[src/rtl/mips_fetch_stage.sv]
// Instruction fetch stage: word-aligned imem reads buffered in a prefetch FIFO feeding IF/ID.
// Optional fetch-time J-type folding is enabled by defining MIPS_FETCH_EARLY_JUMP_EN.
module mips_fetch_stage #(
  parameter logic [31:0] RESET_PC        = 32'h0000_0000,
  parameter int unsigned FIFO_DEPTH      = 4,
  parameter int unsigned MAX_OUTSTANDING = 2
) (
  input  logic        clk,
  input  logic        rst,
  output logic        imem_req_o,
  output logic [31:0] imem_addr_o,
  input  logic        imem_gnt_i,
  input  logic        imem_rvalid_i,
  input  logic [31:0] imem_rdata_i,
  output logic        if_id_valid_o,
  output logic [31:0] if_id_instr_o,
  output logic [31:0] if_id_pc4_o,
  output logic        if_id_pred_o,
  input  logic        id_ready_i,
  input  logic        redirect_i,
  input  logic [31:0] redirect_pc_i
);
  localparam int unsigned PW = $clog2(FIFO_DEPTH);
  localparam int unsigned QW = (MAX_OUTSTANDING > 1) ? $clog2(MAX_OUTSTANDING) : 1;
  localparam int unsigned CW = $clog2(FIFO_DEPTH + 1);
  localparam int unsigned OW = CW + 1;
  localparam logic [QW-1:0] Q_LAST = QW'(MAX_OUTSTANDING - 1);

  logic [31:0]   fetch_pc;
  logic [31:0]   fifo_instr [FIFO_DEPTH];
  logic [31:0]   fifo_pc4   [FIFO_DEPTH];
  logic [PW-1:0] rd_ptr, wr_ptr;
  logic [CW-1:0] fifo_count, outstanding, drop;
  logic [31:0]   pc4_q [MAX_OUTSTANDING];
  logic [QW-1:0] q_rd, q_wr;

  logic          fire, push, pop;
  logic [31:0]   resp_pc4;
  logic [CW-1:0] outstanding_nxt;
  logic [OW-1:0] occupancy;

  // Request only when every granted word is guaranteed a FIFO slot and no stale data is pending.
  assign occupancy  = OW'(fifo_count) + OW'(outstanding);
  assign imem_req_o = !rst && !redirect_i && (occupancy < OW'(FIFO_DEPTH))
                      && (outstanding < CW'(MAX_OUTSTANDING)) && (drop == '0);
  assign imem_addr_o = fetch_pc;

  assign fire     = imem_req_o && imem_gnt_i;
  assign push     = imem_rvalid_i && (drop == '0) && !redirect_i;
  assign pop      = if_id_valid_o && id_ready_i && !redirect_i;
  assign resp_pc4 = pc4_q[q_rd];
  assign outstanding_nxt = outstanding + CW'(fire) - CW'(imem_rvalid_i);

  assign if_id_valid_o = (fifo_count != '0);
  assign if_id_instr_o = fifo_instr[rd_ptr];
  assign if_id_pc4_o   = fifo_pc4[rd_ptr];

`ifdef MIPS_FETCH_EARLY_JUMP_EN
  logic [FIFO_DEPTH-1:0] fifo_pred;
  logic                  take_jump;
  logic [31:0]           jump_target;

  assign take_jump    = push && (imem_rdata_i[31:26] == 6'b000010);
  assign jump_target  = {resp_pc4[31:28], imem_rdata_i[25:0], 2'b00};
  assign if_id_pred_o = fifo_pred[rd_ptr];
`else
  assign if_id_pred_o = 1'b0;
`endif

  always_ff @(posedge clk) begin
    if (rst) begin
      fetch_pc    <= RESET_PC;
      rd_ptr      <= '0;
      wr_ptr      <= '0;
      fifo_count  <= '0;
      outstanding <= '0;
      drop        <= '0;
      q_rd        <= '0;
      q_wr        <= '0;
      for (int i = 0; i < int'(FIFO_DEPTH); i++) begin
        fifo_instr[i] <= '0;
        fifo_pc4[i]   <= '0;
      end
      for (int i = 0; i < int'(MAX_OUTSTANDING); i++) begin
        pc4_q[i] <= '0;
      end
`ifdef MIPS_FETCH_EARLY_JUMP_EN
      fifo_pred <= '0;
`endif
    end else begin
      outstanding <= outstanding_nxt;
      if (fire) begin
        fetch_pc    <= fetch_pc + 32'd4;
        pc4_q[q_wr] <= fetch_pc + 32'd4;
        q_wr        <= (q_wr == Q_LAST) ? '0 : q_wr + QW'(1);
      end
      if (imem_rvalid_i) begin
        q_rd <= (q_rd == Q_LAST) ? '0 : q_rd + QW'(1);
      end

      // Redirect flushes the buffer; everything still in flight becomes stale.
      if (redirect_i) begin
        fetch_pc   <= redirect_pc_i;
        drop       <= outstanding_nxt;
        rd_ptr     <= '0;
        wr_ptr     <= '0;
        fifo_count <= '0;
      end else begin
        if (imem_rvalid_i && (drop != '0)) begin
          drop <= drop - CW'(1);
        end
        if (push) begin
          fifo_instr[wr_ptr] <= imem_rdata_i;
          fifo_pc4[wr_ptr]   <= resp_pc4;
`ifdef MIPS_FETCH_EARLY_JUMP_EN
          fifo_pred[wr_ptr]  <= take_jump;
`endif
          wr_ptr <= wr_ptr + PW'(1);
        end
        if (pop) begin
          rd_ptr <= rd_ptr + PW'(1);
        end
        fifo_count <= fifo_count + CW'(push) - CW'(pop);
`ifdef MIPS_FETCH_EARLY_JUMP_EN
        // Jump folded at fetch: younger requests, including one granted now, are stale.
        if (take_jump) begin
          fetch_pc <= jump_target;
          drop     <= outstanding_nxt;
        end
`endif
      end
    end
  end

endmodule

[config.mk]
export PLATFORM = sky130hd
export DESIGN_NAME = mips_fetch_stage
export DESIGN_NICKNAME = d
export VERILOG_FILES = /design/src/rtl/mips_fetch_stage.sv
export SDC_FILE = /design/constraint.sdc
export NUM_CORES = 1
export LEC_CHECK = 0
export BUFFER_PORTS_ARGS = -buffer_cell sky130_fd_sc_hd__buf_2
export CAP_MARGIN = 20
export CORE_ASPECT_RATIO = 0.9
export CORE_MARGIN = 4
export CORE_UTILIZATION = 60
export DETAILED_ROUTE_END_ITERATION = 10
export PLACE_DENSITY = 0.9
export SLEW_MARGIN = 20
export SYNTH_ARGS = -nofsm -noshare
export SYNTH_HDL_FRONTEND = slang
export SYNTH_SLANG_ARGS = --single-unit
export TNS_END_PERCENT = 20
[constraint.sdc]
create_clock -name clk -period 17.44 [get_ports clk]
set_input_delay 5.232 -clock clk [delete_from_list [all_inputs] [get_ports clk]]
set_output_delay 5.232 -clock clk [all_outputs]
set_load 0.02 [all_outputs]
Yosys cells after proc, flatten, opt, wreduce, memory -nomap -nowiden:

Memories as Yosys holds them, arrays and structs flattened. A register that Yosys moved wholly into a read port is not among the register bits.
Index checks and enable logic that the tools add are counted.

* flip-flop bits (word level): 47
* RAM bits: 320
* input port bits: 70
* output and inout port bits: 99
* word-level logic and storage cells: 75
* memories: 3

* add/sub/neg operators: 11
* $lt $le $gt $ge: 2
* multiplexer cells: 30
* reductions and logical operators: 21

Memory list
* fifo_instr: depth 4, width 32, rd ports 1, clocked after memory_dff 1, wr ports 4, RTL line 30 `logic [31:0] fifo_instr [FIFO_DEPTH];`
* fifo_pc4: depth 4, width 32, rd ports 1, clocked after memory_dff 1, wr ports 4, RTL line 31 `logic [31:0] fifo_pc4 [FIFO_DEPTH];`
* pc4_q: depth 2, width 32, rd ports 1, clocked after memory_dff 1, wr ports 2, RTL line 34 `logic [31:0] pc4_q [MAX_OUTSTANDING];`

Operator list (number)
* $mux W32: 5
* $reduce_or A32 Y1: 3
* $add A32 B3 Y32 const B: 1
* $mux W1: 17
* $mux W2: 6
* $logic_and A1 B1 Y1: 10
* $add A3 B1 Y3: 2
* $mux W3: 2
* $reduce_bool A3 Y1: 2
* $sub A3 B1 Y3: 2
* $add A2 B1 Y2 const B: 2
* $add A3 B3 Y4: 1
* $lt A4 B3 Y1 const B: 1
* $reduce_bool A2 Y1: 2
* $logic_not A3 Y1: 1
* $lt A3 B2 Y1 const B: 1
* $sub A3 B1 Y3 const B: 1
* $add A1 B1 Y1 const B: 2
* $logic_not A1 Y1: 2
* $reduce_or A2 Y1: 1

Depth between registers and ports, before layout:

* depth after elaboration: 11
* gate-level depth with buffers: 15
* mapped depth without buffers: 13

Least setup slack after synthesis:

Ideal clock, no wire load.

* path kind: in2out
* from: input port redirect_i
* to: output port imem_req_o
* arrival time: 5.940 ns
* required time: 12.208 ns
* path slack: 6.268 ns
* cell stages on the path: 3
* path buffers: 1
* path through: buf_2 -> a311oi_2 -> and3_1

* word-level cells in the longest chain between the ends: 5

RTL lines
* from (decl): RTL line 20 `input logic redirect_i,`
* $logic_not A1 Y1: RTL line 44 `assign imem_req_o = !rst && !redirect_i && (occupancy < OW'(FIFO_DEPTH))`
* $logic_and A1 B1 Y1 (2 in a row): RTL line 44
* $logic_and A1 B1 Y1 (2 in a row): RTL line 45 `&& (outstanding < CW'(MAX_OUTSTANDING)) && (drop == '0);`
* to (decl): RTL line 10 `output logic imem_req_o,`

No other way between the ends.

Worst setup path in the final report:

* from: input port rst
* to: output port imem_req_o

* word-level cells in the longest chain between the ends: 5

RTL lines
* from (decl): RTL line 9 `input logic rst,`
* $logic_not A1 Y1: RTL line 44
* $logic_and A1 B1 Y1 (2 in a row): RTL line 44
* $logic_and A1 B1 Y1 (2 in a row): RTL line 45

No other way between the ends.

==> summary.txt <==
Critical path
  – Cell family with the largest share of critical-path delay: buffers and inverters
  – Most used cell, CP: buf_2
  – Crit end category: primary output
  – Worst R2R Setup Slack: 13.17 ns
  – Required @ worst endpoint: 12.21 ns
  – Setup CP Type: primary input to primary output
  – CP max FO: 49
  – CP bufs+invs: 2
  – Worst path arrival time: 6.42 ns
  – Cell chain of the critical path: buf_2, a311oi_2, and3_1, buf_2
  – Slowest CP cell: buf_2
  – Worst stage delay on the critical path: 0.68 ns
  – CP Launch Type: primary input

Clock network
  – CTS hold repair buffers: 0
  – Max clock buf depth: 3
  – Post CTS Setup Buffer Count: 0
  – Clk_lat worst skew: 0.52 ns
  – Cts bufs inserted: 37
  – CTS tree: built
  – Root buffer cell: clkbuf_16
  – H-tree depth: 2
  – CTS sink count: 370
  – Post-CTS sizing: 0
  – Clock Pin Slew Worst Setup and Hold Paths: 0.06 ns

Place
  – Detailed placement HPWL: 21800 um
  – Placer Congestion: 0.838
  – Dpl cell area: 17400 um^2
  – IO buf count: 167

GRT
  – Met1 GRT Util: 0.340
  – All-layer global routing usage: 0.241
  – Met3 Use GR: 0.0469
  – Grt peak-use layer: met2
  – Grt ovf: 0
  – Largest net degree at the start of global routing: 65
  – First-pass GRT wire length: 56300 um
  – Initial antenna violation count: 0
  – Met2 Track Usage GR: 0.395
  – Vias in the first global route: 10343

Finish
  – Area of the multi-input gates: 5220 um^2
  – # diodes: 0
  – P&R area growth vs syn: 13.6%
  – # fillers: 1730
  – Final nets: 1435
  – Share of layout cells above drive strength 1: 0.233
  – Fin area: 18600 um^2
  – Register area: 10600 um^2

Routing
  – DRT iter0 DRCs: 1205
  – Average vias per placed instance: 6.05
  – DR vias: 10492
  – Pre-Repair DR Iteration Count: 5
  – Detailed Route WL: 36300 um
  – Routed Antenna Nets: 0
  – Drt wl/cell: 21.0 um
  – Post-route DRC: 0

Synth
  – Yosys Warn Count: 0
  – Syn_area_per_cell: 13.5 um^2
  – Number of synthesized flops with an enable pin: 320
  – Synth cell types: 54
  – Post-synth ARST share: 0
  – Synth top area cells: edfxtp_1 59%, mux4_2 8.8%, dfxtp_1 6.1%
  – Most frequent cells after synthesis: 320 x edfxtp_1, 220 x nor2_1, 99 x and2_1, 64 x mux4_2, 54 x inv_1
  – Mapped Nets: 1295
  – Cell accounting for the most synthesized area: edfxtp_1
  – Count leader, synth: edfxtp_1
  – Ys flop type: edfxtp_1
  – Register area share after synthesis: 0.649
  – Post-Synthesis Cells: 1213
  – Synthesized flop and latch total: 370
  – Yosys top cell area share: 0.588
  – Mapped cell area: 16300 um^2

Timing
  – TNS Setup: 0 ns
  – Tightest Pin Transition: 1.06 ns
  – Slew Limit Fails: 0
  – Post-route clock period utilization: 0.668
  – Skew final: 0.0166 ns
  – Slew headroom: 0.291
  – Setup violators final: 0
  – RSZ-0062 raised after global routing: false
  – Post-layout min period: 11.65 ns
  – Final Hold Viols: 0
  – Fmax: 85.8 MHz

Floorplan
  – DIE HEIGHT: 165 um
  – Die area: 30000 um^2
  – Die Span X: 182 um
  – Core region area: 26900 um^2
  – Num rows: 57
  – # IOs: 169
  – Initial Util: 0.608

Run
  – Max-Cap Viols: 0

Pwr
  – Worst vdd ir: 0.0000801 V
  – Power per cell area: 107 nW/um^2
  – P_leak: 7.07 nW

Worst hold path
  – Hold Crit Class: register to register

Status
  – Outcome: finished clean
[report_power, final]
group / switching [W] / internal [W] / total (W)
combinational: 0.000125 / 0.0000662 / 0.000191
sequential: 0.0000271 / 0.00101 / 0.00104
clock: 0.000326 / 0.000425 / 0.000751
total: 0.000478 / 0.00150 / 0.00198
[registers in the layout, summed over array words and instances (netlist names), named ones only]
signal       count
fifo_count       3
q_wr             1
imem_addr_o     32
fifo_pc4       128
fifo_instr     128
drop             3
outstanding      3
pc4_q           64
q_rd             1
rd_ptr           2
wr_ptr           2
[layer usage]
metal,share of wire,routed length [um]
met5,0,0
met4,0.019,676
met3,0.11,3870
met2,0.48,17600
met1,0.39,14200
[worst paths after layout]
check,endpoint,startpoint,cells after the start
worst min register to register,q_wr,q_wr,2
worst max-delay path,imem_req_o,rst,4
worst min-delay path,q_wr,q_wr,2
worst max register to register,pc4_q[1][23],fifo_count[2],8
[stage by stage]
step	util	hold WS [ns]	total power, W	std cells	setup WS, ns
after floorplan	-	0.459	0.00118	1213	6.27
after global placement	0.648	0.473	0.00123	1668	5.86
after detailed placement	0.648	0.489	0.00125	1668	5.82
after CTS	0.691	0.497	0.00199	1734	5.80
after global routing	0.691	0.517	0.00205	1734	5.68
final	0.691	0.496	0.00198	1734	5.79
[cell usage in the layout (no fill, tap or decap), types with 4 or more instances in the layout]
| cell type | count |
|---|---|
| a22oi_1 | 5 |
| nand2_1 | 37 |
| and2_1 | 99 |
| dfxtp_1 | 47 |
| or3_1 | 42 |
| nand4_1 | 10 |
| nor2_1 | 217 |
| a31oi_1 | 18 |
| mux2i_1 | 34 |
| clkbuf_16 | 39 |
| a21oi_1 | 24 |
| clkbuf_1 | 7 |
| clkinv_2 | 5 |
| nand2b_1 | 7 |
| nor3_1 | 4 |
| xor2_1 | 23 |
| a32oi_1 | 4 |
| edfxtp_1 | 320 |
| o21ai_0 | 17 |
| buf_2 | 167 |
| xnor2_1 | 15 |
| clkinv_1 | 8 |
| inv_1 | 54 |
| mux4_2 | 64 |
| ha_1 | 10 |
| and3_1 | 7 |
| buf_4 | 15 |
| nand3_1 | 18 |
[logic make-up (layout without fill, tap and decap cells)]
kind of cell               Yosys count  after routing  synth area share
xor gates and xnor gates            38             38            0.0204
AOI/OAI and AO/OA                   85             85            0.0321
buffers and inverters              136            303            0.0332
adders and majority gates           12             12            0.0101
muxes                               98             98             0.109
DFF                                370            370             0.649
other                                1              1          0.000229
and+or+nand+nor                    473            473             0.146
[area by class of cell]
class,instances,share of cell area
multi-input combinational,707,0.281
clock inverter,20,0.00721
tap,354,0.0238
clock buffer,46,0.0540
sequential,370,0.572
timing repair buffer,182,0.0511
inverter,55,0.0111
[worst reg2reg max path, delay by kind of cell, from the launching register on]
family | cells | cell delay [ns]
fa+ha+maj | 1 | 0.29
buf+inv | 3 | 1.10
flops | 1 | 0.33
simple gates | 4 | 2.21
(Power assumes the default switching activity.)
